$ cat src/rtl/video_timing_gen.sv
// Raster timing and RGB888 pixel stream for a DVI/HDMI transmitter.
// A free-running h/v counter feeds a three-register pipeline:
//   stage 1 issues the pixel request (data_req, xpos, ypos),
//   stage 2 waits for the upstream pixel to arrive,
//   stage 3 registers sync, data enable and the selected pixel.
// Every output of stage 3 is therefore aligned to the same raster position.
module video_timing_gen #(
  parameter int   H_SYNC   = 40,
  parameter int   H_BACK   = 220,
  parameter int   H_DISP   = 1280,
  parameter int   H_FRONT  = 110,
  parameter int   V_SYNC   = 5,
  parameter int   V_BACK   = 20,
  parameter int   V_DISP   = 720,
  parameter int   V_FRONT  = 5,
  parameter logic SYNC_POL = 1'b1
) (
  input  logic        pclk,
  input  logic        reset_n,
  input  logic [1:0]  pattern_sel,
  input  logic [23:0] pixel_data,
  output logic        data_req,
  output logic [11:0] pixel_xpos,
  output logic [11:0] pixel_ypos,
  output logic        video_hsync,
  output logic        video_vsync,
  output logic        video_de,
  output logic [23:0] video_din,
  output logic        frame_start
);

  localparam logic [11:0] H_LAST  = 12'(H_SYNC + H_BACK + H_DISP + H_FRONT - 1);
  localparam logic [11:0] V_LAST  = 12'(V_SYNC + V_BACK + V_DISP + V_FRONT - 1);
  localparam logic [11:0] H_SYNCW = 12'(H_SYNC);
  localparam logic [11:0] V_SYNCW = 12'(V_SYNC);
  localparam logic [11:0] H_ACT_S = 12'(H_SYNC + H_BACK);
  localparam logic [11:0] H_ACT_E = 12'(H_SYNC + H_BACK + H_DISP);
  localparam logic [11:0] V_ACT_S = 12'(V_SYNC + V_BACK);
  localparam logic [11:0] V_ACT_E = 12'(V_SYNC + V_BACK + V_DISP);
  // Narrow displays (<8 pixels) would give a zero bar width; clamp to 1.
  localparam logic [11:0] BAR_W   = 12'((H_DISP / 8 > 0) ? H_DISP / 8 : 1);

  localparam logic [1:0] PAT_EXT  = 2'b00;
  localparam logic [1:0] PAT_BAR  = 2'b01;
  localparam logic [1:0] PAT_GRID = 2'b10;
  localparam logic [1:0] PAT_RED  = 2'b11;

  typedef struct packed {
    logic        de;
    logic        hs;
    logic        vs;
    logic        fs;
    logic [11:0] x;
    logic [11:0] y;
  } stage_t;

  localparam stage_t STG_RST = '{de: 1'b0, hs: ~SYNC_POL, vs: ~SYNC_POL,
                                 fs: 1'b0, x: 12'd0, y: 12'd0};

  logic [11:0] h_cnt_q, h_cnt_d;
  logic [11:0] v_cnt_q, v_cnt_d;
  logic [1:0]  pat_q;
  stage_t      s1_q, s1_d, s2_q;
  logic        de_q, hs_q, vs_q, fs_q;
  logic [23:0] din_q, din_d;
  logic [23:0] pix;
  logic [11:0] bar_idx;
  logic [2:0]  bar;
  logic        h_act, v_act;

  // Next raster position: h wraps at end of line, v advances on h wrap.
  always_comb begin
    h_cnt_d = h_cnt_q + 12'd1;
    v_cnt_d = v_cnt_q;
    if (h_cnt_q == H_LAST) begin
      h_cnt_d = 12'd0;
      v_cnt_d = (v_cnt_q == V_LAST) ? 12'd0 : v_cnt_q + 12'd1;
    end
  end

  // Raster counters.
  always_ff @(posedge pclk or negedge reset_n) begin
    if (!reset_n) begin
      h_cnt_q <= 12'd0;
      v_cnt_q <= 12'd0;
    end else begin
      h_cnt_q <= h_cnt_d;
      v_cnt_q <= v_cnt_d;
    end
  end

  // Pattern latches only at the frame origin so a frame is never torn.
  always_ff @(posedge pclk or negedge reset_n) begin
    if (!reset_n)                               pat_q <= PAT_EXT;
    else if (h_cnt_q == 12'd0 && v_cnt_q == 12'd0) pat_q <= pattern_sel;
  end

  // Stage-1 decode of the current raster position.
  always_comb begin
    h_act   = (h_cnt_q >= H_ACT_S) && (h_cnt_q < H_ACT_E);
    v_act   = (v_cnt_q >= V_ACT_S) && (v_cnt_q < V_ACT_E);
    s1_d    = STG_RST;
    s1_d.de = h_act && v_act;
    s1_d.hs = (h_cnt_q < H_SYNCW) ? SYNC_POL : ~SYNC_POL;
    s1_d.vs = (v_cnt_q < V_SYNCW) ? SYNC_POL : ~SYNC_POL;
    s1_d.fs = (h_cnt_q == 12'd0) && (v_cnt_q == 12'd0);
    s1_d.x  = s1_d.de ? h_cnt_q - H_ACT_S : 12'd0;
    s1_d.y  = s1_d.de ? v_cnt_q - V_ACT_S : 12'd0;
  end

  // Stage 1 (request) and stage 2 (wait for upstream pixel).
  always_ff @(posedge pclk or negedge reset_n) begin
    if (!reset_n) begin
      s1_q <= STG_RST;
      s2_q <= STG_RST;
    end else begin
      s1_q <= s1_d;
      s2_q <= s1_q;
    end
  end

  // Pixel source for the stage-2 position; blanking forces black.
  always_comb begin
    bar_idx = s2_q.x / BAR_W;
    bar     = (bar_idx > 12'd7) ? 3'd7 : bar_idx[2:0];
    pix     = 24'h000000;
    case (pat_q)
      PAT_EXT:  pix = pixel_data;
      PAT_BAR: begin
        case (bar)
          3'd0:    pix = 24'hFFFFFF;
          3'd1:    pix = 24'hFFFF00;
          3'd2:    pix = 24'h00FFFF;
          3'd3:    pix = 24'h00FF00;
          3'd4:    pix = 24'hFF00FF;
          3'd5:    pix = 24'hFF0000;
          3'd6:    pix = 24'h0000FF;
          default: pix = 24'h000000;
        endcase
      end
      PAT_GRID: pix = (s2_q.x[4:0] == 5'd0 || s2_q.y[4:0] == 5'd0) ? 24'hFFFFFF : 24'h000000;
      default:  pix = 24'hFF0000;
    endcase
    din_d = s2_q.de ? pix : 24'h000000;
  end

  // Stage 3: registered transmitter-facing outputs.
  always_ff @(posedge pclk or negedge reset_n) begin
    if (!reset_n) begin
      de_q  <= 1'b0;
      hs_q  <= ~SYNC_POL;
      vs_q  <= ~SYNC_POL;
      fs_q  <= 1'b0;
      din_q <= 24'h000000;
    end else begin
      de_q  <= s2_q.de;
      hs_q  <= s2_q.hs;
      vs_q  <= s2_q.vs;
      fs_q  <= s2_q.fs;
      din_q <= din_d;
    end
  end

  assign data_req    = s1_q.de;
  assign pixel_xpos  = s1_q.x;
  assign pixel_ypos  = s1_q.y;
  assign video_de    = de_q;
  assign video_hsync = hs_q;
  assign video_vsync = vs_q;
  assign frame_start = fs_q;
  assign video_din   = din_q;

endmodule

$ cat config.mk
export PLATFORM = sky130hd
export DESIGN_NAME = video_timing_gen
export DESIGN_NICKNAME = d
export VERILOG_FILES = /design/src/rtl/video_timing_gen.sv
export SDC_FILE = /design/constraint.sdc
export NUM_CORES = 1
export LEC_CHECK = 0
export BUFFER_PORTS_ARGS = -buffer_cell sky130_fd_sc_hd__buf_2
export CORE_ASPECT_RATIO = 1.1
export CORE_MARGIN = 2
export CORE_UTILIZATION = 30
export DETAILED_ROUTE_END_ITERATION = 8
export GPL_TIMING_DRIVEN = 0
export HOLD_SLACK_MARGIN = 0.1
export PLACE_DENSITY = 0.48
export SLEW_MARGIN = 5
export SYNTH_ARGS = -nofsm -noshare
export SYNTH_HDL_FRONTEND = slang
export SYNTH_SLANG_ARGS = --single-unit
$ cat constraint.sdc
create_clock -name pclk -period 4.53 [get_ports pclk]
set_input_delay 0 -clock pclk [delete_from_list [all_inputs] [get_ports pclk]]
set_output_delay 0 -clock pclk [all_outputs]
set_load 0.1 [all_outputs]
==> summary.txt, run 1 <==
Pwr
  • Switching Share: between 20% and 30%
  • Sw power: 0.404 mW
  • Seq pwr share: around 50%
  • Pwr dens: ~300 nW/um2
  • Pleak: 3.07 nW
  • Total power: between 1.5 and 2 mW
  • Internal power component: around 1.4 mW
  • Clock network fraction of total power: 46.8%
  • Logic pwr share: about 3.5%
  • VDD IR max: 0.181 mV

CTS
  • CTS tree: done
  • Clock-pin slew on the worst setup and hold paths: 70 ps
  • Root Buffer: clkbuf_16
  • CTS Sinks: 103
  • CTS buffer count: 9
  • Clock Tree Buf Depth: 2
  • Worst skew pair latency: roughly 360 ps
  • H-tree depth: 3

Layout
  • Layout cells sized above 1: 27.5%
  • Number of diodes: 0
  • Layout Nets: 623
  • Area grow syn2layout: 26.3%

Detailed routing
  • Routed len/inst: 14.2 um
  • DRT Pass-1 Iters: 4
  • Post-route ant nets: 0
  • Via-to-Cell Ratio: approximately 4.6
  • DRT iter0 DRCs: between 150 and 200
  • Number of remaining DRC errors: 0
  • Vias: 3668
  • Drt total wl: 11.2 mm

Critical path
  • Crit path DAT: 2550 ps
  • Worst-case reg-to-reg path depth: 6
  • CP Class: reg -> reg
  • CP Capture Type: flip-flop
  • Worst Path Max Fanout: 10
  • Reg-to-reg startpoint: h_cnt_q[3]$_DFF_PN0_
  • Reg2reg end: v_cnt_q[1]$_DFFE_PN0N_
  • Startpoint Class: flip-flop
  • CP Data Required Time: 4750 ps
  • Reg2reg setup slack: 2200 ps

Timing
  • Final Worst Setup Slack: 2200 ps
  • Unrepaired setup endpoints after global routing: false
  • Fin crit share: 51.4%
  • Final setup skew: roughly 8.5 ps
  • Min cycle time layout: roughly 2300 ps
  • Worst-Margin Slew: 694 ps
  • Setup_tns: 0 ps
  • Rel. slew slack: between 50% and 60%
  • Slew Limit Fails: 0
  • Count of final setup violators: 0
  • F_max: between 400 and 500 MHz
  • Hold Vio Cnt, Final: 0

Floorplanning
  • Initial core utilization: between 30% and 40%
  • Num rows: between 40 and 50
  • Die X: 126 um
  • Die Y: 138 um
  • Core Area: 16200 um2
  • Top Ports: 81
  • Die Area: 17500 um2

Global route
  • Gr ovfl total: 0
  • GRT Total Usage: 13.1%
  • M2 GR Usage: 22.6%
  • Busiest grt layer: met2
  • Met3 Usage GRT: approximately 2.6%
  • Initial antenna violation count: 0
  • Vias in the first global route: 3676
  • Largest net degree at the start of global routing: 70
  • First-pass GRT wire length: 18.4 mm
  • Met1 GRT Util: 16.2%

Logic synthesis
  • Sequential-to-total area share from yosys stat: between 50% and 60%
  • Post-Synth Simple-Gate Area: roughly 17%
  • Post-synthesis adder-cell area fraction: between 2 and 3%
  • Synth Net Count: 504
  • Post-synthesis mux area share: under 10%
  • Main synth FF type: dfrtp_1
  • Largest family of logic cells by synthesized area: simple AND/OR/NAND/NOR gates
  • Synth Instances: 465
  • Synth Register Bits: 103
  • Distinct cell type count after synthesis: between 70 and 80
  • Mean post-synth cell area: 10.6 um2
  • Post-synthesis compound-gate area fraction: 13.3%
  • Synth async-reset ratio: 100%
  • Post-Synth XOR/XNOR Area: 5.15%
  • Cell area after synthesis: 4930 um2
  • Yosys warning total: 0
  • Post-synth EDFFs: 0

Outcome
  • Status: finished, final reports clean

Placed design
  • Placer congestion estimate: 0.837
  • Post-DP HPWL: 7.97 mm
  • IO Port Bufs: 80
  • Pre-CTS WS: 2150 ps

Run
  • Max_cap viols: 0

Min path
  • HP Class: in -> async
layout make-up:
type	instances	area, um2
Fill cell	1585	10000
Sequential cell	103	2580
Multi-Input combinational cell	298	1950
Timing Repair Buffer	108	701
Buffer	49	340
Tap cell	204	255
Clock buffer	9	225
Clock inverter	7	115
Inverter	15	56.3
cell usage after synthesis (3+ instances only):
cell type	instances	area share, %
inv_1	13	0.99
o221ai_1	3	0.53
a21o_1	3	0.46
buf_4	25	3.8
o21ai_0	24	2.4
xor2_1	12	2.1
nor2_1	45	3.4
a31oi_1	3	0.38
nand3_1	14	1.4
o31ai_1	8	1.2
nor3_1	4	0.41
a21oi_1	27	2.7
nor3b_1	4	0.61
nor2b_1	5	0.63
nor2_2	3	0.38
xnor2_1	17	3.0
and2_1	4	0.51
nand2_1	30	2.3
dfrtp_1	103	52
a221o_1	3	0.61
o21ai_1	14	1.4
ha_1	11	2.8
buf_6	3	0.69
clkbuf_1	8	0.61
and3_1	4	0.51
nand2b_1	10	1.3
nand4_1	3	0.38
buf_2	7	0.71
worst max-delay path by stage:
| stage | startpoint | end | slack [ps] |
|---|---|---|---|
| floorplan | h_cnt_q[3]$_DFF_PN0_ | v_cnt_q[11]$_DFFE_PN0N_ | 2590 |
| global placement | h_cnt_q[3]$_DFF_PN0_ | v_cnt_q[1]$_DFFE_PN0N_ | 2160 |
| detailed placement | h_cnt_q[3]$_DFF_PN0_ | v_cnt_q[1]$_DFFE_PN0N_ | 2150 |
| CTS | h_cnt_q[3]$_DFF_PN0_ | v_cnt_q[1]$_DFFE_PN0N_ | 2140 |
| global route | h_cnt_q[3]$_DFF_PN0_ | v_cnt_q[1]$_DFFE_PN0N_ | 1980 |
| finish | h_cnt_q[3]$_DFF_PN0_ | v_cnt_q[1]$_DFFE_PN0N_ | 2200 |
state kept, by name, indices dropped and copies added, names as in the netlist:
register / count
data_req: 1
frame_start: 1
h_cnt_q: 12
pat_q: 2
pixel_xpos: 12
pixel_ypos: 12
s1_q: 3
s2_q: 21
v_cnt_q: 12
video_de: 1
video_din: 24
video_hsync: 1
video_vsync: 1
worst max-delay path: stages, from the launching register on:
cell,delay (ps)
dfrtp_1,460
inv_1,150
ha_1,230
nand3b_4,90
nor4b_2,610
clkbuf_1,510
o22ai_1,140
timing repair:
action | CTS | global route
resized for setup | 0 | 0
hold buffers | 27 | 0
hold endpoints to repair | 129 | 0
setup buffers | 0 | 0
through the flow:
stage | instances | util, % | area, um2 | hold WS, ps
CTS | 793 | 38.3 | 6220 | 158
global route | 793 | 38.3 | 6220 | 187
floorplan | 465 | - | 4930 | -296
finish | 793 | 38.3 | 6220 | 151
global placement | 749 | 34.4 | 5580 | 237
detailed placement | 750 | 34.6 | 5610 | 2.18
power by group through the flow:
stage / Sequential [mW] / Clock [mW] / Combinational (mW)
floorplan: 0.939 / 0 / 0.0114
global placement: 0.939 / 0 / 0.0444
detailed placement: 0.939 / 0 / 0.0481
CTS: 0.921 / 0.902 / 0.0665
global route: 0.921 / 0.940 / 0.0733
finish: 0.921 / 0.866 / 0.0649
cells by family (layout without fill, tap and decap cells):
logic type                 after synthesis  count (layout)
xor gates and xnor gates                29              29
muxes                                    4               4
buffers and inverters                   64             188
and+or+nand+nor                        151             151
DFF                                    103             103
AOI/OAI and AO/OA                      103             103
adders and majority gates               11              11
routing by layer:
metal  part of all wire (%)  up-vias  wire [um]
li1                       -     1811          -
met1                     45     1753       5060
met2                     49       92       5530
met3                    4.0       12        450
met4                    1.5        0        173
met5                      0        -          0
cells in the final DEF, fill, tap and decap left out, types with 13 or more instances in the layout:
cell / n
buf_2: 86
dfrtp_1: 103
xnor2_1: 17
a21oi_1: 27
buf_4: 26
dlygate4sd3_1: 27
nand2_1: 30
inv_1: 13
o21ai_1: 14
nand3_1: 14
nor2_1: 45
o21ai_0: 24
Note: power is estimated with default switching activity, not from simulation.
==> run 2: changes to the inputs <==
PLACE_DENSITY = 0.5   (was 0.48)
clock period = 2.05 ns   (was 4.53 ns; I/O delays follow)
==> run 2 against run 1 <==
First-iteration DRC count is 3.0% lower. Sequential share of layout area decreased by 1.1 points. Clock skew grew 4.0 ps. Via count is 2.6% higher. Sequential power up 120%. Utilization rose by 1.1 points. Critical path type unchanged. Wire length grew 2.1%. Global-route usage up 0.27 points. Critical path depth grew 1. Largest cell class unchanged. Non-clock buffer count rose by 13. Sequential cell count is the same.
==> summary.txt, run 2 (synthesis gave the netlist of run 1 again) <==
Layout
  • Commonest non-fill, non-tap cell in the layout: dfrtp_1 (unchanged)
  • Number of diodes: 0 (unchanged)
  • Max reg flops: 24 (unchanged)
  • Most frequent cells in the layout: dfrtp_1 (100), buf_2 (83), nor2_1 (45) (was dfrtp_1 (103), buf_2 (86), nor2_1 (45))
  • Area grow syn2layout: 30.0% (was 26.3%)
  • Layout cells sized above 1: 32.1% (was 27.5%)
  • Final instance area: 6410 um2 (was 6220 um2)
  • Layout Nets: 636 (was 623)

Critical path
  • CP Capture Type: flip-flop (unchanged)
  • Worst stage delay on the critical path: 520 ps (was 610 ps)
  • CP Class: reg -> reg (unchanged)
  • Startpoint Class: flip-flop (unchanged)
  • Crit path DAT: 2250 ps (was 2550 ps)
  • Worst Path Max Fanout: 4 (was 10)
  • CP max stage cell: or4_4 (was nor4b_2)
  • CP Data Required Time: 2290 ps (was 4750 ps)
  • Worst path cell trace: inv_2 > ha_4 > nand4b_1 > or4_4 > nor4_4 > buf_4 > mux2_4 (was inv_1 > ha_1 > nand3b_4 > nor4b_2 > clkbuf_1 > o22ai_1)

Floorplanning
  • Top Ports: 81 (unchanged)
  • Initial core utilization: 30.3% (unchanged)
  • Die Y: 138 um (unchanged)
  • Die X: 126 um (unchanged)
  • Num rows: 49 (unchanged)
  • Core Area: 16200 um2 (unchanged)
  • Die Area: 17500 um2 (unchanged)

Global route
  • Largest net degree at the start of global routing: 70 (unchanged)
  • Busiest grt layer: met2 (unchanged)
  • Gr ovfl total: 0 (unchanged)
  • First-pass GRT wire length: 18.9 mm (was 18.4 mm)
  • Met3 Usage GRT: 2.79% (was 2.55%)
  • M2 GR Usage: 22.6% (about the same)
  • Met1 GRT Util: 17.0% (was 16.2%)
  • GRT Total Usage: 13.4% (was 13.1%)
  • Vias in the first global route: 3797 (was 3676)
  • Initial antenna violation count: 0 (unchanged)

Pwr
  • Seq pwr share: 52.1% (was 49.7%)
  • VDD IR max: 0.401 mV (was 0.181 mV)
  • Internal power component: 3.06 mW (was 1.45 mW)
  • Logic pwr share: 3.7% (was 3.5%)
  • Pleak: 3.15 nW (was 3.07 nW)
  • Clock network fraction of total power: 44.3% (was 46.8%)
  • Pwr dens: 610 nW/um2 (was 298 nW/um2)
  • Sw power: 0.852 mW (was 0.404 mW)
  • Switching Share: 21.8% (about the same)
  • Total power: 3.91 mW (was 1.85 mW)

Detailed routing
  • Via-to-Cell Ratio: 4.67 (was 4.63)
  • DRT iter0 DRCs: 160 (was 165)
  • Drt total wl: 11.5 mm (was 11.2 mm)
  • Routed len/inst: 14.2 um (about the same)
  • Number of remaining DRC errors: 0 (unchanged)
  • Post-route ant nets: 0 (unchanged)
  • Vias: 3765 (was 3668)
  • DRT Pass-1 Iters: 4 (unchanged)

Timing
  • Unrepaired setup endpoints after global routing: true (was false)
  • Worst-Margin Slew: 497 ps (was 694 ps)
  • Slew Limit Fails: 0 (unchanged)
  • Fin crit share: 98.2% (was 51.4%)
  • Min cycle time layout: 2010 ps (was 2330 ps)
  • Final Worst Setup Slack: 36.5 ps (was 2200 ps)
  • Count of final setup violators: 0 (unchanged)
  • Rel. slew slack: 66.0% (was 53.8%)
  • Final setup skew: 12.5 ps (was 8.50 ps)
  • Hold Vio Cnt, Final: 0 (unchanged)
  • F_max: 497 MHz (was 429 MHz)

CTS
  • Clock Tree Buf Depth: 2 (unchanged)
  • CTS Sinks: 103 (unchanged)
  • Worst skew pair latency: 360 ps (about the same)
  • CTS buffer count: 9 (unchanged)
  • Clock-pin slew on the worst setup and hold paths: 80 ps (was 70 ps)
  • H-tree depth: 3 (unchanged)
  • CTS tree: done (unchanged)
  • Root Buffer: clkbuf_16 (unchanged)

Placed design
  • IO Port Bufs: 80 (unchanged)
  • Post-DP HPWL: 7.94 mm (was 7.97 mm)
  • Placer congestion estimate: 0.835 (was 0.837)
  • Cell Area, Placed: 5610 um2 (unchanged)
  • Pre-CTS WS: -327 ps (was 2150 ps)

Outcome
  • Status: finished, final reports clean (unchanged)

Min path
  • HP Class: in -> async (unchanged)

Run
  • Max_cap viols: 0 (unchanged)
## run 2: critical path: cells and delay by family (launching register included)
family	cells	cell delay, ps
adders and majority gates	1	130
muxes	1	300
buffers and inverters	2	270
and+or+nand+nor	3	770
DFF	1	440
## run 2: power groups by stage
stage	registers, mW	clock network, mW	logic (mW)
floorplan	2.07	0	0.0251
detailed placement	2.08	0	0.106
CTS	2.04	1.79	0.147
global placement	2.08	0	0.0980
finish	2.04	1.73	0.144
global route	2.03	1.88	0.163
## run 2: routing by layer
| layer | part of all wire, % | wire length, um | up-vias |
|---|---|---|---|
| met5 | 0 | 0 | - |
| met4 | 1.7 | 192 | 0 |
| met3 | 5.4 | 621 | 14 |
| met2 | 48 | 5510 | 112 |
| met1 | 45 | 5130 | 1799 |
| li1 | - | - | 1840 |
## run 2: repair_timing
item                                    CTS  global route
endpoints found under the setup margin   41            45
pin swaps                                 2             7
buffers inserted                          7             6
resized for setup                        16            22
hold buffers                             27             0
hold endpoints to repair                129             0
## run 2: path summary, 6_finish.rpt
path,cells past startpoint,to,slack (ps),startpoint
worst max-delay path,7,pat_q[0]$_DFFE_PN0P_,40,v_cnt_q[0]$_DFFE_PN0N_
worst min-delay path,2,v_cnt_q[11]$_DFFE_PN0N_,160,reset_n
worst max register to register,7,pat_q[0]$_DFFE_PN0P_,40,v_cnt_q[0]$_DFFE_PN0N_
worst min register to register,0,frame_start$_DFF_PN0_,350,s2_q[24]$_DFF_PN0_
max in group asynchronous,3,v_cnt_q[0]$_DFFE_PN0N_,1190,reset_n
min in group pclk,0,frame_start$_DFF_PN0_,350,s2_q[24]$_DFF_PN0_
## run 2: through the flow
stage / TNS [ps] / utilization, % / hold slack, ps / instances
2_1_floorplan: 0 / - / -296 / 465
3_3_place_gp: -22050 / 34.4 / 237 / 749
3_5_place_dp: -7720 / 34.6 / -4.87 / 750
4_1_cts: 0 / 38.7 / 165 / 800
5_1_grt: -85.4 / 39.4 / 198 / 806
6_report: 0 / 39.4 / 161 / 806
## run 2: area by class of cell
| class | instances | area (um2) |
|---|---|---|
| clock inverters | 6 | 66.3 |
| clock buffers | 10 | 229 |
| fillers | 1579 | 9840 |
| plain buffers | 49 | 362 |
| flip-flops and latches | 103 | 2580 |
| multi-input cells | 298 | 2060 |
| inverters | 15 | 58.8 |
| well taps | 204 | 255 |
| repair buffers | 121 | 798 |
==> run 3: changes to the inputs <==
CTS_BUF_LIST = sky130_fd_sc_hd__clkbuf_8   (was not set)
==> run 3 against run 2 <==
Sequential share of layout area increased by 0.55 points. Via count decreased by 0.21%. Die area unchanged. Utilization decreased by 0.53 points. Clock skew increased by 7.3 ps. Clock power decreased by 25%. Maximum frequency decreased by 1.4%. Cell count increased by 0.25%. Global-route usage increased by 0.056 points. Non-clock buffer count increased by 2. Critical path type unchanged. Critical endpoint unchanged. Largest power group unchanged.
==> summary.txt, run 3 (synthesis gave the netlist of run 1 again) <==
Timing
  • Hold Vio Cnt, Final: 0 (unchanged)
  • Fin crit share: 99.6% (was 98.2%)
  • Rel. slew slack: 66.0% (about the same)
  • Min cycle time layout: 2040 ps (was 2010 ps)
  • Unrepaired setup endpoints after global routing: true (unchanged)
  • F_max: 490 MHz (was 497 MHz)
  • Count of final setup violators: 0 (unchanged)
  • Slew Limit Fails: 0 (unchanged)
  • Worst-Margin Slew: 497 ps (about the same)
  • Final setup skew: 19.9 ps (was 12.5 ps)

Pwr
  • Pleak: 3.12 nW (was 3.15 nW)
  • Total power: 3.47 mW (was 3.91 mW)
  • Logic pwr share: 4.2% (was 3.7%)
  • Switching Share: 23.0% (was 21.8%)
  • Clock network fraction of total power: 37.1% (was 44.3%)
  • VDD IR max: 0.263 mV (was 0.401 mV)
  • Pwr dens: 548 nW/um2 (was 610 nW/um2)
  • Seq pwr share: 58.7% (was 52.1%)
  • Internal power component: 2.67 mW (was 3.06 mW)
  • Sw power: 0.796 mW (was 0.852 mW)

Layout
  • Max reg flops: 24 (unchanged)
  • Final instance area: 6320 um2 (was 6410 um2)
  • Layout Nets: 638 (was 636)
  • Fillcell total: 1595 (was 1579)
  • Area of the multi-input gates: 2060 um2 (about the same)
  • Commonest non-fill, non-tap cell in the layout: dfrtp_1 (unchanged)
  • Sequential Area: 2580 um2 (unchanged)
  • Final Non-Filler Cells: 808 (was 806)
  • Most frequent cells in the layout: dfrtp_1 (100), buf_2 (83), nor2_1 (45) (unchanged)
  • Area grow syn2layout: 28.3% (was 30.0%)
  • Layout cells sized above 1: 32.6% (was 32.1%)
  • Number of diodes: 0 (unchanged)

Critical path
  • Worst-case reg-to-reg path depth: 7 (unchanged)
  • CP Capture Type: flip-flop (unchanged)
  • CP Class: reg -> reg (unchanged)
  • Crit path DAT: 2310 ps (was 2250 ps)
  • CP Data Required Time: 2320 ps (was 2290 ps)
  • Worst stage delay on the critical path: 520 ps (about the same)
  • Startpoint Class: flip-flop (unchanged)
  • Reg2reg setup slack: 9 ps (was 40 ps)
  • Worst Path Max Fanout: 3 (was 4)
  • CP max stage cell: or4_4 (unchanged)
  • Worst path cell trace: inv_2 > ha_2 > nand4b_1 > or4_4 > nor4_4 > buf_4 > mux2_4 (was inv_2 > ha_4 > nand4b_1 > or4_4 > nor4_4 > buf_4 > mux2_4)

CTS
  • Clock-pin slew on the worst setup and hold paths: 110 ps (was 80 ps)
  • Clock Tree Buf Depth: 2 (unchanged)
  • CTS Sinks: 103 (unchanged)
  • CTS buffer count: 9 (unchanged)
  • CTS tree: done (unchanged)
  • Worst skew pair latency: 390 ps (was 360 ps)
  • H-tree depth: 3 (unchanged)
  • Root Buffer: clkbuf_8 (was clkbuf_16)

Detailed routing
  • Via-to-Cell Ratio: 4.65 (was 4.67)
  • DRT Pass-1 Iters: 4 (unchanged)
  • Routed len/inst: 14.2 um (about the same)
  • Post-route ant nets: 0 (unchanged)
  • DRT iter0 DRCs: 153 (was 160)
  • Number of remaining DRC errors: 0 (unchanged)
  • Vias: 3757 (was 3765)
  • Drt total wl: 11.5 mm (unchanged)

Floorplanning
  • Initial core utilization: 30.3% (unchanged)
  • Die Area: 17500 um2 (unchanged)
  • Die Y: 138 um (unchanged)
  • Die X: 126 um (unchanged)
  • Top Ports: 81 (unchanged)
  • Num rows: 49 (unchanged)
  • Core Area: 16200 um2 (unchanged)

Global route
  • Gr ovfl total: 0 (unchanged)
  • Largest net degree at the start of global routing: 70 (unchanged)
  • GRT Total Usage: 13.5% (was 13.4%)
  • Initial antenna violation count: 0 (unchanged)
  • Vias in the first global route: 3818 (was 3797)
  • First-pass GRT wire length: 19.0 mm (was 18.9 mm)

Placed design
  • IO Port Bufs: 80 (unchanged)
  • Cell Area, Placed: 5610 um2 (unchanged)
  • Placer congestion estimate: 0.835 (unchanged)
  • Post-DP HPWL: 7.94 mm (unchanged)
  • DP Cell Count: 750 (unchanged)

Outcome
  • Status: finished, final reports clean (unchanged)

Run
  • Max_cap viols: 0 (unchanged)

Min path
  • HP Class: in -> async (unchanged)
run 3: power by group through the flow:
stage / registers [mW] / clock network, mW / logic, mW
4_1_cts: 2.04 / 1.36 / 0.147
3_3_place_gp: 2.08 / 0 / 0.0980
5_1_grt: 2.04 / 1.44 / 0.163
3_5_place_dp: 2.08 / 0 / 0.106
2_1_floorplan: 2.07 / 0 / 0.0251
6_report: 2.04 / 1.29 / 0.144
run 3: per-stage QoR:
step	setup slack, ps	utilization (%)	setup TNS (ps)	hold WS, ps
final	8.81	38.9	0	124
after global routing	-54.8	38.9	-125	143
after global placement	-310	34.4	-22050	237
after CTS	0.297	38.2	0	110
after detailed placement	-327	34.6	-7720	-4.87
after floorplan	106	-	0	-296
run 3: final timing paths:
path	endpoint	from
hold reg to reg	frame_start$_DFF_PN0_	s2_q[24]$_DFF_PN0_
hold / removal	v_cnt_q[11]$_DFFE_PN0N_	reset_n
setup reg to reg	pat_q[0]$_DFFE_PN0P_	v_cnt_q[0]$_DFFE_PN0N_
min in group pclk	frame_start$_DFF_PN0_	s2_q[24]$_DFF_PN0_
max in group asynchronous	v_cnt_q[0]$_DFFE_PN0N_	reset_n
setup / recovery	pat_q[0]$_DFFE_PN0P_	v_cnt_q[0]$_DFFE_PN0N_
run 3: per-layer routing:
layer	vias to the layer above	part of all wire, %	GRT usage (%)	routed length [um]
met5	-	0	0	0
met4	0	1.4	4.86	161
met3	11	4.1	2.79	475
met2	94	49	22.7	5620
met1	1808	45	17.1	5200
li1	1844	-	-	-
run 3: area by class of cell:
class                   count  share of cell area (%)
flip-flops and latches    103                    40.8
repair buffers            123                    12.9
clock buffers               9                    1.96
multi-input cells         298                    32.5
inverters                  15                   0.930
plain buffers              49                    5.74
well taps                 204                    4.04
clock inverters             7                    1.11
run 3: worst max-delay path: cells and delay by family (launching register included):
kind / cells / cell delay [ps]
and+or+nand+nor: 3 / 780
DFF: 1 / 430
muxes: 1 / 300
buffers and inverters: 2 / 250
adders and majority gates: 1 / 170
run 3: timing repair:
action | in CTS | in global routing
pin swaps | 1 | 6
setup buffers | 10 | 5
cloned | 0 | 0
endpoints found under the setup margin | 41 | 44
hold endpoints to repair | 129 | 0
resized for setup | 17 | 23
hold buffers | 27 | 0
